File: src/rtl/fact_pkg.sv
// Shared encodings and sizing for the factorial machine sequencer.
// Holds the state codes plus default counter/operand and accumulator widths.
package fact_pkg;

    localparam int CNT_W_DEF = 6;
    localparam int MAX_N_DEF = 20;
    localparam int ACC_W     = 64;

    typedef enum logic [2:0] {
        ST_IDLE  = 3'd0,
        ST_LOAD  = 3'd1,
        ST_CHECK = 3'd2,
        ST_MUL   = 3'd3,
        ST_WAIT  = 3'd4,
        ST_DONE  = 3'd5
    } state_e;

endpackage

File: src/rtl/fact_cnt_6.sv
// Loadable down-counter holding the current factorial iteration value.
// Latency: load/decrement visible one edge after request; load wins over dec.
// Backpressure: none, the sequencer only decrements from a state that guarantees >= 2.
module fact_cnt_6 #(
    parameter int W = 6
) (
    input  logic         clk,
    input  logic         reset_n,
    input  logic         i_load,
    input  logic         i_dec,
    input  logic [W-1:0] i_load_val,
    output logic [W-1:0] o_cnt
);

    logic [W-1:0] r_cnt;
    logic [W-1:0] w_nxt;

    always_comb begin
        w_nxt = r_cnt;
        if (i_load) begin
            w_nxt = i_load_val;
        end else if (i_dec) begin
            w_nxt = r_cnt - W'(1);
        end
    end

    always_ff @(posedge clk or negedge reset_n) begin
        if (!reset_n) begin
            r_cnt <= '0;
        end else begin
            r_cnt <= w_nxt;
        end
    end

    assign o_cnt = r_cnt;

endmodule

File: src/rtl/fact_seq_ctrl.sv
// Factorial sequencer: init, multiply, decrement until n! sits in the accumulator.
// Latency: done 3n-1 edges after start (2 for n=0/1, immediate DONE on overflow).
// Backpressure: WAIT holds for mul_done; FACT_SEQ_CTRL_TIMEOUT_EN adds a WAIT watchdog.
module fact_seq_ctrl #(
    parameter int CNT_W = fact_pkg::CNT_W_DEF,
    parameter int MAX_N = fact_pkg::MAX_N_DEF
`ifdef FACT_SEQ_CTRL_TIMEOUT_EN
    ,
    parameter int TIMEOUT_CYC = 63
`endif
) (
    input  logic             clk,
    input  logic             reset_n,
    input  logic             op_start,
    input  logic             op_clear,
    input  logic [CNT_W-1:0] n_in,
    input  logic             mul_done,
    output logic             acc_init,
    output logic             mul_start,
    output logic [CNT_W-1:0] mul_op,
    output logic             busy,
    output logic             done,
    output logic             ovf,
    output logic             err,
    output logic [2:0]       state_o
);

    import fact_pkg::*;

    state_e           r_state;
    state_e           w_nxt;
    logic             r_ovf;
    logic             w_accept;
    logic             w_in_range;
    logic             w_load;
    logic             w_dec;
    logic [CNT_W-1:0] w_cnt;

    assign w_accept   = op_start && !op_clear &&
                        ((r_state == ST_IDLE) || (r_state == ST_DONE));
    assign w_in_range = (n_in <= CNT_W'(MAX_N));
    assign w_load     = w_accept && w_in_range;

`ifdef FACT_SEQ_CTRL_TIMEOUT_EN
    localparam int WD_W = $clog2(TIMEOUT_CYC + 1);
    logic [WD_W-1:0] r_wdog;
    logic            r_err;
    logic            w_to;
`endif

    always_comb begin
        w_nxt = ST_IDLE;
        w_dec = 1'b0;
`ifdef FACT_SEQ_CTRL_TIMEOUT_EN
        w_to  = 1'b0;
`endif
        case (r_state)
            ST_IDLE, ST_DONE: begin
                w_nxt = r_state;
                if (w_accept) begin
                    w_nxt = w_in_range ? ST_LOAD : ST_DONE;
                end
            end
            ST_LOAD:  w_nxt = ST_CHECK;
            ST_CHECK: w_nxt = (w_cnt <= CNT_W'(1)) ? ST_DONE : ST_MUL;
            ST_MUL:   w_nxt = ST_WAIT;
            ST_WAIT: begin
                w_nxt = ST_WAIT;
                if (mul_done) begin
                    w_nxt = ST_CHECK;
                    w_dec = 1'b1;
                end
`ifdef FACT_SEQ_CTRL_TIMEOUT_EN
                else if (r_wdog == WD_W'(TIMEOUT_CYC - 1)) begin
                    w_nxt = ST_DONE;
                    w_to  = 1'b1;
                end
`endif
            end
            default:  w_nxt = ST_IDLE;
        endcase
        // Clear outranks every other request, including a mul_done in the same cycle.
        if (op_clear) begin
            w_nxt = ST_IDLE;
            w_dec = 1'b0;
`ifdef FACT_SEQ_CTRL_TIMEOUT_EN
            w_to  = 1'b0;
`endif
        end
    end

    always_ff @(posedge clk or negedge reset_n) begin
        if (!reset_n) begin
            r_state <= ST_IDLE;
            r_ovf   <= 1'b0;
        end else begin
            r_state <= w_nxt;
            if (op_clear) begin
                r_ovf <= 1'b0;
            end else if (w_accept) begin
                r_ovf <= !w_in_range;
            end
        end
    end

`ifdef FACT_SEQ_CTRL_TIMEOUT_EN
    // WAIT is only entered from MUL, so clearing there restarts the count per multiply.
    always_ff @(posedge clk or negedge reset_n) begin
        if (!reset_n) begin
            r_wdog <= '0;
            r_err  <= 1'b0;
        end else begin
            if (r_state == ST_MUL) begin
                r_wdog <= '0;
            end else if (r_state == ST_WAIT) begin
                r_wdog <= r_wdog + WD_W'(1);
            end
            if (op_clear || w_accept) begin
                r_err <= 1'b0;
            end else if (w_to) begin
                r_err <= 1'b1;
            end
        end
    end
    assign err = r_err;
`else
    assign err = 1'b0;
`endif

    fact_cnt_6 #(
        .W (CNT_W)
    ) u_cnt (
        .clk        (clk),
        .reset_n    (reset_n),
        .i_load     (w_load),
        .i_dec      (w_dec),
        .i_load_val (n_in),
        .o_cnt      (w_cnt)
    );

    assign acc_init  = (r_state == ST_LOAD);
    assign mul_start = (r_state == ST_MUL);
    assign mul_op    = w_cnt;
    assign busy      = (r_state == ST_LOAD) || (r_state == ST_CHECK) ||
                       (r_state == ST_MUL)  || (r_state == ST_WAIT);
    assign done      = (r_state == ST_DONE);
    assign ovf       = r_ovf;
    assign state_o   = r_state;

endmodule

File: config.mk
export PLATFORM = sky130hd
export DESIGN_NAME = fact_seq_ctrl
export DESIGN_NICKNAME = d
export VERILOG_FILES = /design/src/rtl/fact_pkg.sv /design/src/rtl/fact_cnt_6.sv /design/src/rtl/fact_seq_ctrl.sv
export SDC_FILE = /design/constraint.sdc
export NUM_CORES = 1
export LEC_CHECK = 0
export BUFFER_PORTS_ARGS = -buffer_cell sky130_fd_sc_hd__buf_2
export CORE_MARGIN = 5
export CORE_UTILIZATION = 29
export CTS_BUF_LIST = sky130_fd_sc_hd__clkbuf_16
export CTS_CLUSTER_SIZE = 8
export DETAILED_ROUTE_END_ITERATION = 10
export GPL_ROUTABILITY_DRIVEN = 0
export PLACE_DENSITY = 0.63
export SETUP_SLACK_MARGIN = 0.02
export SYNTH_ARGS = -nofsm -noshare
export SYNTH_HDL_FRONTEND = slang
export SYNTH_SLANG_ARGS = --single-unit
File: constraint.sdc
create_clock -name clk -period 2.8 [get_ports clk]
set_input_delay 0.28 -clock clk [delete_from_list [all_inputs] [get_ports clk]]
set_output_delay 0.28 -clock clk [all_outputs]
set_load 0.01 [all_outputs]
======== Word level (Yosys, flattened, before mapping) ========
Cells that the tools add are included.
word-level totals
  logic and storage cells ................. 38
  flip-flop bits (word level) ............. 10
operators by class
  equality and inequality tests ........... 6
  $add $sub $neg .......................... 1
  reduce and logical (&&, ||, !) cells .... 13
  multiplexer cells ....................... 13
  $lt $le $gt $ge ......................... 2
operator list
  kind                   number
  $mux W3                5
  $pmux W3 S5            1
  $mux W6                2
  $eq A3 B2 Y1 const B   2
  $eq A3 B3 Y1 const B   2
  $le A6 B1 Y1 const B   1
  $le A6 B5 Y1 const B   1
  $sub A6 B1 Y6 const B  1
  $mux W1                5
  $logic_or A1 B1 Y1     4
  $reduce_bool A2 Y1     2
  $eq A3 B1 Y1 const B   1
  $logic_and A1 B1 Y1    3
  $logic_not A3 Y1       1
  $ne A3 B3 Y1 const B   1
  $logic_not A1 Y1       2
  $reduce_or A2 Y1       1

======== Logic depth before layout (Yosys ltp) ========
Gate-level depths: netlist (run 1).
  depth in word-level cells ............... 6
  mapped depth ............................ 6

======== By module ========
Synthesis (run 1) repeated with hierarchy kept, for this count alone.
unflattened totals
  cell total of the unflattened synthesis .. 85
  area, all modules ....................... 724.4 um^2
by module, submodules not included
  module         sequential area each (um^2)  area each (um^2)  cells each  instances
  fact_seq_ctrl  100.1                        377.9             49          1
  fact_cnt_6     150.1                        346.6             36          1

======== Worst setup path before layout (run 1) ========
Ideal clock, no wire load.
  kind .................................... reg-to-reg
  start ................................... register r_state[0] (netlist: state_o[0])
  end ..................................... register u_cnt.r_cnt[0] (netlist: u_cnt.o_cnt[0])
  clock period less this slack ............ 1.674 ns
  slack ................................... 1.126 ns
  data arrival time ....................... 1.549 ns
  data required time ...................... 2.675 ns
  path buffers ............................ 2
  stages on the path, launching flop included .. 7
  cells stage by stage .................... dfrtp_1 > buf_6 > xnor2_1 > nand3b_1 > or3_1 > buf_6 > mux2_4
on the way
  longest elaborated chain between the ends .. 5
  elaborated cells between the ends (all ways) .. 10
  those cells by class .................... eq/ne: 2; mux: 3; reduce/logical: 5
RTL lines
  item                                                     RTL line             RTL
  from (decl)                                              fact_seq_ctrl.sv:30  state_e r_state;
  from (signal assigned)                                   fact_seq_ctrl.sv:97  r_state <= w_nxt;
  $eq A3 B3 Y1 / $logic_not A3 Y1 (equally long branches)  fact_seq_ctrl.sv:40  ((r_state == ST_IDLE) || (r_state == ST_DONE));
  $logic_or A1 B1 Y1                                       fact_seq_ctrl.sv:40
  $logic_and A1 B1 Y1                                      fact_seq_ctrl.sv:39  assign w_accept = op_start && !op_clear &&
  $logic_and A1 B1 Y1                                      fact_seq_ctrl.sv:42  assign w_load = w_accept && w_in_range;
  $mux W6 / $reduce_bool A2 Y1 (equally long branches)     --
  to (signal assigned)                                     fact_cnt_6.sv:31     r_cnt <= w_nxt;
  to (decl)                                                fact_cnt_6.sv:15     logic [W-1:0] r_cnt;
Several ways; a longest one is shown, not always the timed one.
A chain may end at the register's enable or synchronous reset.

======== Final worst setup path (run 1) ========
  start ................................... register r_state[2] (netlist: state_o[2])
  end ..................................... register u_cnt.r_cnt[1] (netlist: u_cnt.o_cnt[1])
The elaborated chain is that of the path after synthesis.

==> out/metrics.yaml, run 1 <==
timing:
  finalHoldViolCount: 0
  setup_viol: 0
  clock_skew_ns: 0.00133
  report.final.slew_viol_count: 0
  timing.final.crit_share: 0.666
  holdWs_ns: 0.313
  tns_ns: 0
  max_freq_mhz: 536
  grt_setup_unrepaired: "no"
  min_period_ns: 1.87
placement:
  port_buffers: 24
  dp_hpwl_mm: 1.43
  place_area_sq_um: 862
yosys:
  syn-num-nets: 93
  synth_top_area_cell: "dfrtp_1"
  postSynthAreaPerCell_sq_um: 9.46
  yosysWarnings: 0
  synthTopCellsByArea: "dfrtp_1 33%, mux2_4 7.9%, xnor2_1 6.9%"
  ys_ff_latch: 10
  synth_top_area_frac: 0.331
  synth-simple-area-share: 0.250
  synthAdderAreaFrac: 0.0331
  synth_top_family_by_area: "simple AND/OR/NAND/NOR gates"
  synth-xor-area-share: 0.0694
  muxShareOfSynthArea: 0.106
  synth_compound_area_frac: 0.122
  yosysUniqueCellTypes: 35
  ys_seq_area_frac: 0.331
  synthesis.area_sq_um: 757
  synthCells: 80
clock_tree:
  cts_tree: "done"
  insertion_delay_ns: 0.23
  cts_buffers: 3
  cts_hold_buf: 1
  cts_sinks: 10
  htree_levels: 1
  postCtsResizedCells: 0
  clockBufferDepth: 2
  clk_pin_slew_worst_paths_ns: 0.04
  root_buffer: "clkbuf_16"
  postCtsSetupRepairBufs: 0
die:
  ioPinCount: 26
  die-width_um: 61.1
  coreArea_sq_mm: 0.00248
  start_util: 0.306
  die_y_um: 61.1
  dieArea_sq_mm: 0.00373
  rows: 18
power_and_ir_drop:
  p_leak_uw: 0.000454
  finalPower_uw: 930
  powerDensity_mw_per_mm2: 982
  peakVddDrop_uv: 418
global_routing:
  grt_pass1_wl_mm: 2.92
  grt_start_max_net_pins: 17
  track_usage: 0.106
  grt_pass1_vias: 637
  grt_antenna_before_repair: 0
  grt.overflow.total: 0
routing:
  postRouteAntennaNets: 0
  vias_per_cell: 5.05
  via_count: 667
  remaining_drc_errors: 0
  drt-total-wl_mm: 1.87
  wl_per_cell_um: 14.2
  first_pass_iters: 4
  drt_iter0_drc: 5
cells_and_area:
  postLayoutCellArea_sq_um: 947
  drive_above_1_share: 0.333
  num-nets-final: 117
  num_antenna_cells: 0
  area_delta_synth_final_pct: 25.1
critical_path:
  r2r-start: "state_o[2]"
  ff2ff_setup_slack_ns: 0.93
  cp.required_ns: 2.91
  ff2ff_path_depth: 4
  crit_type: "reg -> reg"
  critPathMaxStageDelay_ns: 0.60
  critPathLaunchType: "flip-flop"
  slowest_stage: "dfrtp_1"
  worstPathArrival_ns: 1.98
  cp_cell_sequence: "xnor2_1, nand3b_1, or3_1, mux2_4"
  cp-end-kind: "flip-flop"
  worstReg2RegEnd: "u_cnt.o_cnt[1]"
  worstPathMaxFanout: 16
worst_hold_path:
  holdCritStartpoint: "n_in[0]"
  hold_path_depth: 2
  whs_endpoint: "u_cnt.o_cnt[0]"
  hold_class: "in -> reg"
flow_run:
  max-cap-violations: 0
run_status:
  status: "finished clean"
-- cell usage in the layout, fill, tap and decap left out --
| cell type | Yosys | layout |
|---|---|---|
| and2_1 | 1 | 1 |
| o221ai_1 | 1 | 1 |
| nor2_1 | 9 | 9 |
| nor4b_1 | 1 | 1 |
| o311a_1 | 1 | 1 |
| dlygate4sd3_1 | 0 | 1 |
| o211ai_1 | 2 | 2 |
| a221o_1 | 1 | 1 |
| dfrtp_1 | 10 | 10 |
| nor3b_1 | 1 | 1 |
| buf_2 | 1 | 24 |
| mux2_4 | 4 | 4 |
| o21ai_0 | 3 | 3 |
| nand3_1 | 1 | 1 |
| xnor2_1 | 6 | 6 |
| and3b_2 | 2 | 2 |
| o311ai_0 | 1 | 1 |
| nand4b_1 | 1 | 1 |
| and4bb_2 | 1 | 1 |
| nor2b_1 | 3 | 3 |
| o21a_1 | 1 | 1 |
| or3_1 | 1 | 1 |
| ha_1 | 2 | 2 |
| mux2i_1 | 2 | 2 |
| nor3_1 | 3 | 3 |
| nor4_1 | 2 | 2 |
| inv_1 | 3 | 3 |
| nand2_1 | 5 | 5 |
| nand3b_1 | 2 | 2 |
| clkbuf_16 | 0 | 3 |
| a21oi_1 | 2 | 2 |
| conb_1 | 1 | 1 |
| a211oi_1 | 1 | 1 |
-- power breakdown --
| group | switching (uW) | internal [uW] |
|---|---|---|
| Sequential | 91.9 | 199 |
| Clock | 62.7 | 185 |
| Combinational | 187 | 204 |
-- critical path: cells and delay by family (launching register included) --
kind / cells / cell delay, ns
and+or+nand+nor: 2 / 0.62
DFF: 1 / 0.60
muxes: 1 / 0.35
xor gates and xnor gates: 1 / 0.17
-- metal layers --
metal | vias up | GRT usage | wire, um
met2 | 21 | 0.159 | 832
met3 | 0 | 0.0273 | 119
met1 | 319 | 0.156 | 918
met5 | - | 0 | 0
li1 | 327 | - | -
met4 | 0 | 0.0186 | 0
-- stage by stage --
step                 util  setup slack, ns  instances
floorplan               -             1.13         80
global placement    0.348            0.986        128
detailed placement  0.348            0.942        128
CTS                 0.382            0.931        132
global route        0.382            0.821        132
finish              0.382            0.935        132
-- cell families after synthesis --
| family | count (synthesis) |
|---|---|
| AO/OA/AOI/OAI | 13 |
| XOR/XNOR | 6 |
| flip-flops | 10 |
| multiplexers | 6 |
| adder cells (fa/ha/maj) | 2 |
| AND/OR/NAND/NOR | 33 |
| buffers and inverters | 9 |
| other | 1 |
-- synth_stat cells --
cell type  instances
ha_1               2
nor4b_1            1
a21oi_1            2
clkbuf_1           1
nand3_1            1
a221o_1            1
buf_4              1
o211ai_1           2
nor2b_1            3
a211oi_1           1
nor2_1             9
nand3b_1           2
o311a_1            1
or3_1              1
nor3b_1            1
clkbuf_8           1
nor4_1             2
buf_6              2
and4bb_2           1
buf_2              1
o21ai_0            3
nand2_1            5
o311ai_0           1
inv_1              3
mux2_4             4
nand4b_1           1
mux2i_1            2
conb_1             1
xnor2_1            6
and3b_2            2
dfrtp_1           10
and2_1             1
o21a_1             1
o221ai_1           1
nor3_1             3
-- worst max-delay path by stage --
stage               start              to  slack [ns]  cells past startpoint
5_1_grt        state_o[2]  u_cnt.o_cnt[2]        0.82                      4
3_3_place_gp   state_o[2]  u_cnt.o_cnt[2]        0.99                      4
3_5_place_dp   state_o[2]  u_cnt.o_cnt[1]        0.94                      4
6_report       state_o[2]  u_cnt.o_cnt[1]        0.93                      4
2_1_floorplan  state_o[0]  u_cnt.o_cnt[0]        1.13                      6
4_1_cts        state_o[2]  u_cnt.o_cnt[1]        0.93                      4
-- flip-flops by register name, indices dropped and copies added, names as in the netlist --
signal       cells
ovf              1
u_cnt.o_cnt      6
state_o          3
-- area by class of cell --
type | count | area, sq um
Multi-Input combinational cell | 61 | 443
Tap cell | 30 | 37.5
Inverter | 3 | 11.3
Sequential cell | 10 | 250
Fill cell | 269 | 1530
Clock buffer | 3 | 75.1
Timing Repair Buffer | 25 | 130
Power figures use the tool's default switching activity.
==> inputs of run 2 (changes only) <==
- PLACE_DENSITY: 0.63 -> 0.65
- clock period: 2.8 -> 1.5 ns (I/O delays scaled with it)
==> run 2 against run 1 <==
Compared with the run above:
- final cell count increased by 12%
- die area unchanged
- sequential share of layout area down 4.3 points
- worst hold slack worse by 0.13 ns
- design area is 20% higher
- clock skew about the same
- largest cell class unchanged
- clock power increased by 91%
- the flow now finishes with violations (setup timing)
==> out/metrics.yaml, run 2 (synthesis results as in run 1) <==
critical_path:
  worstPathArrival_ns: 1.62  # -0.36 ns
  critPathMaxStageDelay_ns: 0.41  # -0.19 ns
  cp_cell_sequence: "xnor2_2, nand3b_1, or3_4, mux2_4"
  cp.required_ns: 1.62  # -1.29 ns
  startpoint: "state_o[0]"
  setup.worst_path.end: "u_cnt.o_cnt[1]"
  worstReg2RegEnd: "u_cnt.o_cnt[1]"
  ff2ff_path_depth: 4  # unchanged
  crit_type: "reg -> reg"
  worstPathMaxFanout: 6  # -10
  slowest_stage: "dfrtp_1"
  critPathLaunchType: "flip-flop"
  r2r-start: "state_o[0]"
  cp-end-kind: "flip-flop"
  ff2ff_setup_slack_ns: -0.006  # -0.94 ns
cells_and_area:
  area_delta_synth_final_pct: 49.6
  num_antenna_cells: 0  # unchanged
  drive_above_1_share: 0.517  # +0.184
  stdcell_count: 148  # +12%
  num-nets-final: 132  # +13%
  final_common_cell: "buf_2"
  largest_reg_flops: 6  # unchanged
  post-route-util: 0.457  # +0.0747
  postLayoutCellArea_sq_mm: 0.00113  # +20%
  mostFrequentLayoutCells: "24 x buf_2, 12 x buf_4, 10 x dfrtp_1"
die:
  die-width_um: 61.1  # unchanged
  rows: 18  # unchanged
  dieArea_sq_mm: 0.00373  # unchanged
  die_y_um: 61.1  # unchanged
  coreArea_sq_mm: 0.00248  # unchanged
  ioPinCount: 26  # unchanged
  start_util: 0.306  # unchanged
timing:
  holdWs_ns: 0.179  # -0.135 ns
  report.final.slew_viol_count: 0  # unchanged
  grt_setup_unrepaired: "yes"
  fin_ws_ns: -0.00647  # -0.941 ns
  min_period_ns: 1.51  # -0.359 ns
  timing.final.crit_share: 1.00  # +0.338
  clock_skew_ns: 0.00118  # -0.000149 ns
  max_freq_mhz: 664  # +24%
  setup_viol: 4  # +4
  finalHoldViolCount: 0  # unchanged
worst_hold_path:
  hold_class: "in -> reg"
global_routing:
  grt.overflow.total: 0  # unchanged
  grt_pass1_wl_mm: 3.31  # +14%
  track_usage: 0.122  # +0.0155
  grt_pass1_vias: 694  # +8.9%
  grt_antenna_before_repair: 0  # unchanged
  grt_start_max_net_pins: 13  # -4
clock_tree:
  clockBufferDepth: 2  # unchanged
  cts_tree: "done"
  root_buffer: "clkbuf_16"
  htree_levels: 1  # unchanged
  insertion_delay_ns: 0.24  # about the same
  cts_sinks: 10  # unchanged
  cts_buffers: 3  # unchanged
  clk_pin_slew_worst_paths_ns: 0.04  # about the same
routing:
  wl_per_cell_um: 14.4  # +1.2%
  remaining_drc_errors: 0  # unchanged
  drt_iter0_drc: 29  # +24
  vias_per_cell: 5.01  # -0.78%
  via_count: 742  # +11%
  postRouteAntennaNets: 0  # unchanged
  drt-total-wl_mm: 2.12  # +14%
  first_pass_iters: 4  # unchanged
placement:
  port_buffers: 24  # unchanged
  dp_cells: 141  # +10%
  place_area_sq_um: 967  # +12%
  dp_hpwl_mm: 1.59  # +11%
flow_run:
  max-cap-violations: 0  # unchanged
power_and_ir_drop:
  peakVddDrop_uv: 956  # +130%
  p_leak_uw: 0.000548  # +21%
  powerDensity_mw_per_mm2: 1780  # +81%
run_status:
  violations: "setup timing"
  status: "finished, violations left"
-- run 2: changes by cell type in the layout (fill, tap and decap cells not counted), sizes merged --
cell / before / now
clkinv: 0 / 1
buf: 24 / 39
-- run 2: worst max-delay path, delay by kind of cell (launching register included) --
| kind | cells | cell delay (ns) |
|---|---|---|
| AND/OR/NAND/NOR | 2 | 0.51 |
| flip-flops | 1 | 0.41 |
| multiplexers | 1 | 0.31 |
| XOR/XNOR | 1 | 0.15 |
-- run 2: layout make-up --
type                            instances  area [sq um]
Clock buffer                            3          75.1
Clock inverter                          1          3.75
Fill cell                             238          1350
Inverter                                3          11.3
Multi-Input combinational cell         61           500
Sequential cell                        10           250
Tap cell                               30          37.5
Timing Repair Buffer                   40           254
-- run 2: how the worst min path moves through the flow --
stage	startpoint	endpoint	slack, ns	cells past startpoint
global route	n_in[2]	u_cnt.o_cnt[2]	0.20	2
detailed placement	reset_n	ovf	0.03	1
CTS	n_in[2]	u_cnt.o_cnt[2]	0.18	2
finish	n_in[2]	u_cnt.o_cnt[2]	0.18	2
global placement	reset_n	state_o[1]	0.03	1
floorplan	reset_n	ovf	-0.15	0
-- run 2: report_power, final --
| group | switching (uW) | leakage [uW] | internal, uW |
|---|---|---|---|
| sequential | 117 | 0.000126 | 373 |
| combinational | 483 | 0.000384 | 564 |
| clock | 124 | 0.0000385 | 349 |
-- run 2: per-layer routing --
layer  wire length, um  global-route usage  vias to the layer above
met1               902               0.160                      350
met3               254              0.0482                        2
met2               952               0.183                       32
met5                 0                   0                        -
met4                14              0.0372                        0
li1                  -                   -                      358
-- run 2: per-stage QoR --
step                      setup TNS, ns  total power, uW  setup WS [ns]
after global placement           -0.325             1410        -0.0816
final                           -0.0209             2010       -0.00647
after detailed placement         -0.433             1430         -0.110
after CTS                     -0.000462             1950      -0.000322
after floorplan                  -0.672             1050         -0.167
after global routing             -0.359             2150        -0.0902
-- run 2: repair_timing --
action | in CTS | in global routing
endpoints found under the setup margin | 6 | 11
hold buffers | 1 | 0
pin swaps | 0 | 2
gates resized for setup | 4 | 11
buffers inserted | 2 | 0
endpoints found under the hold margin | 10 | 0
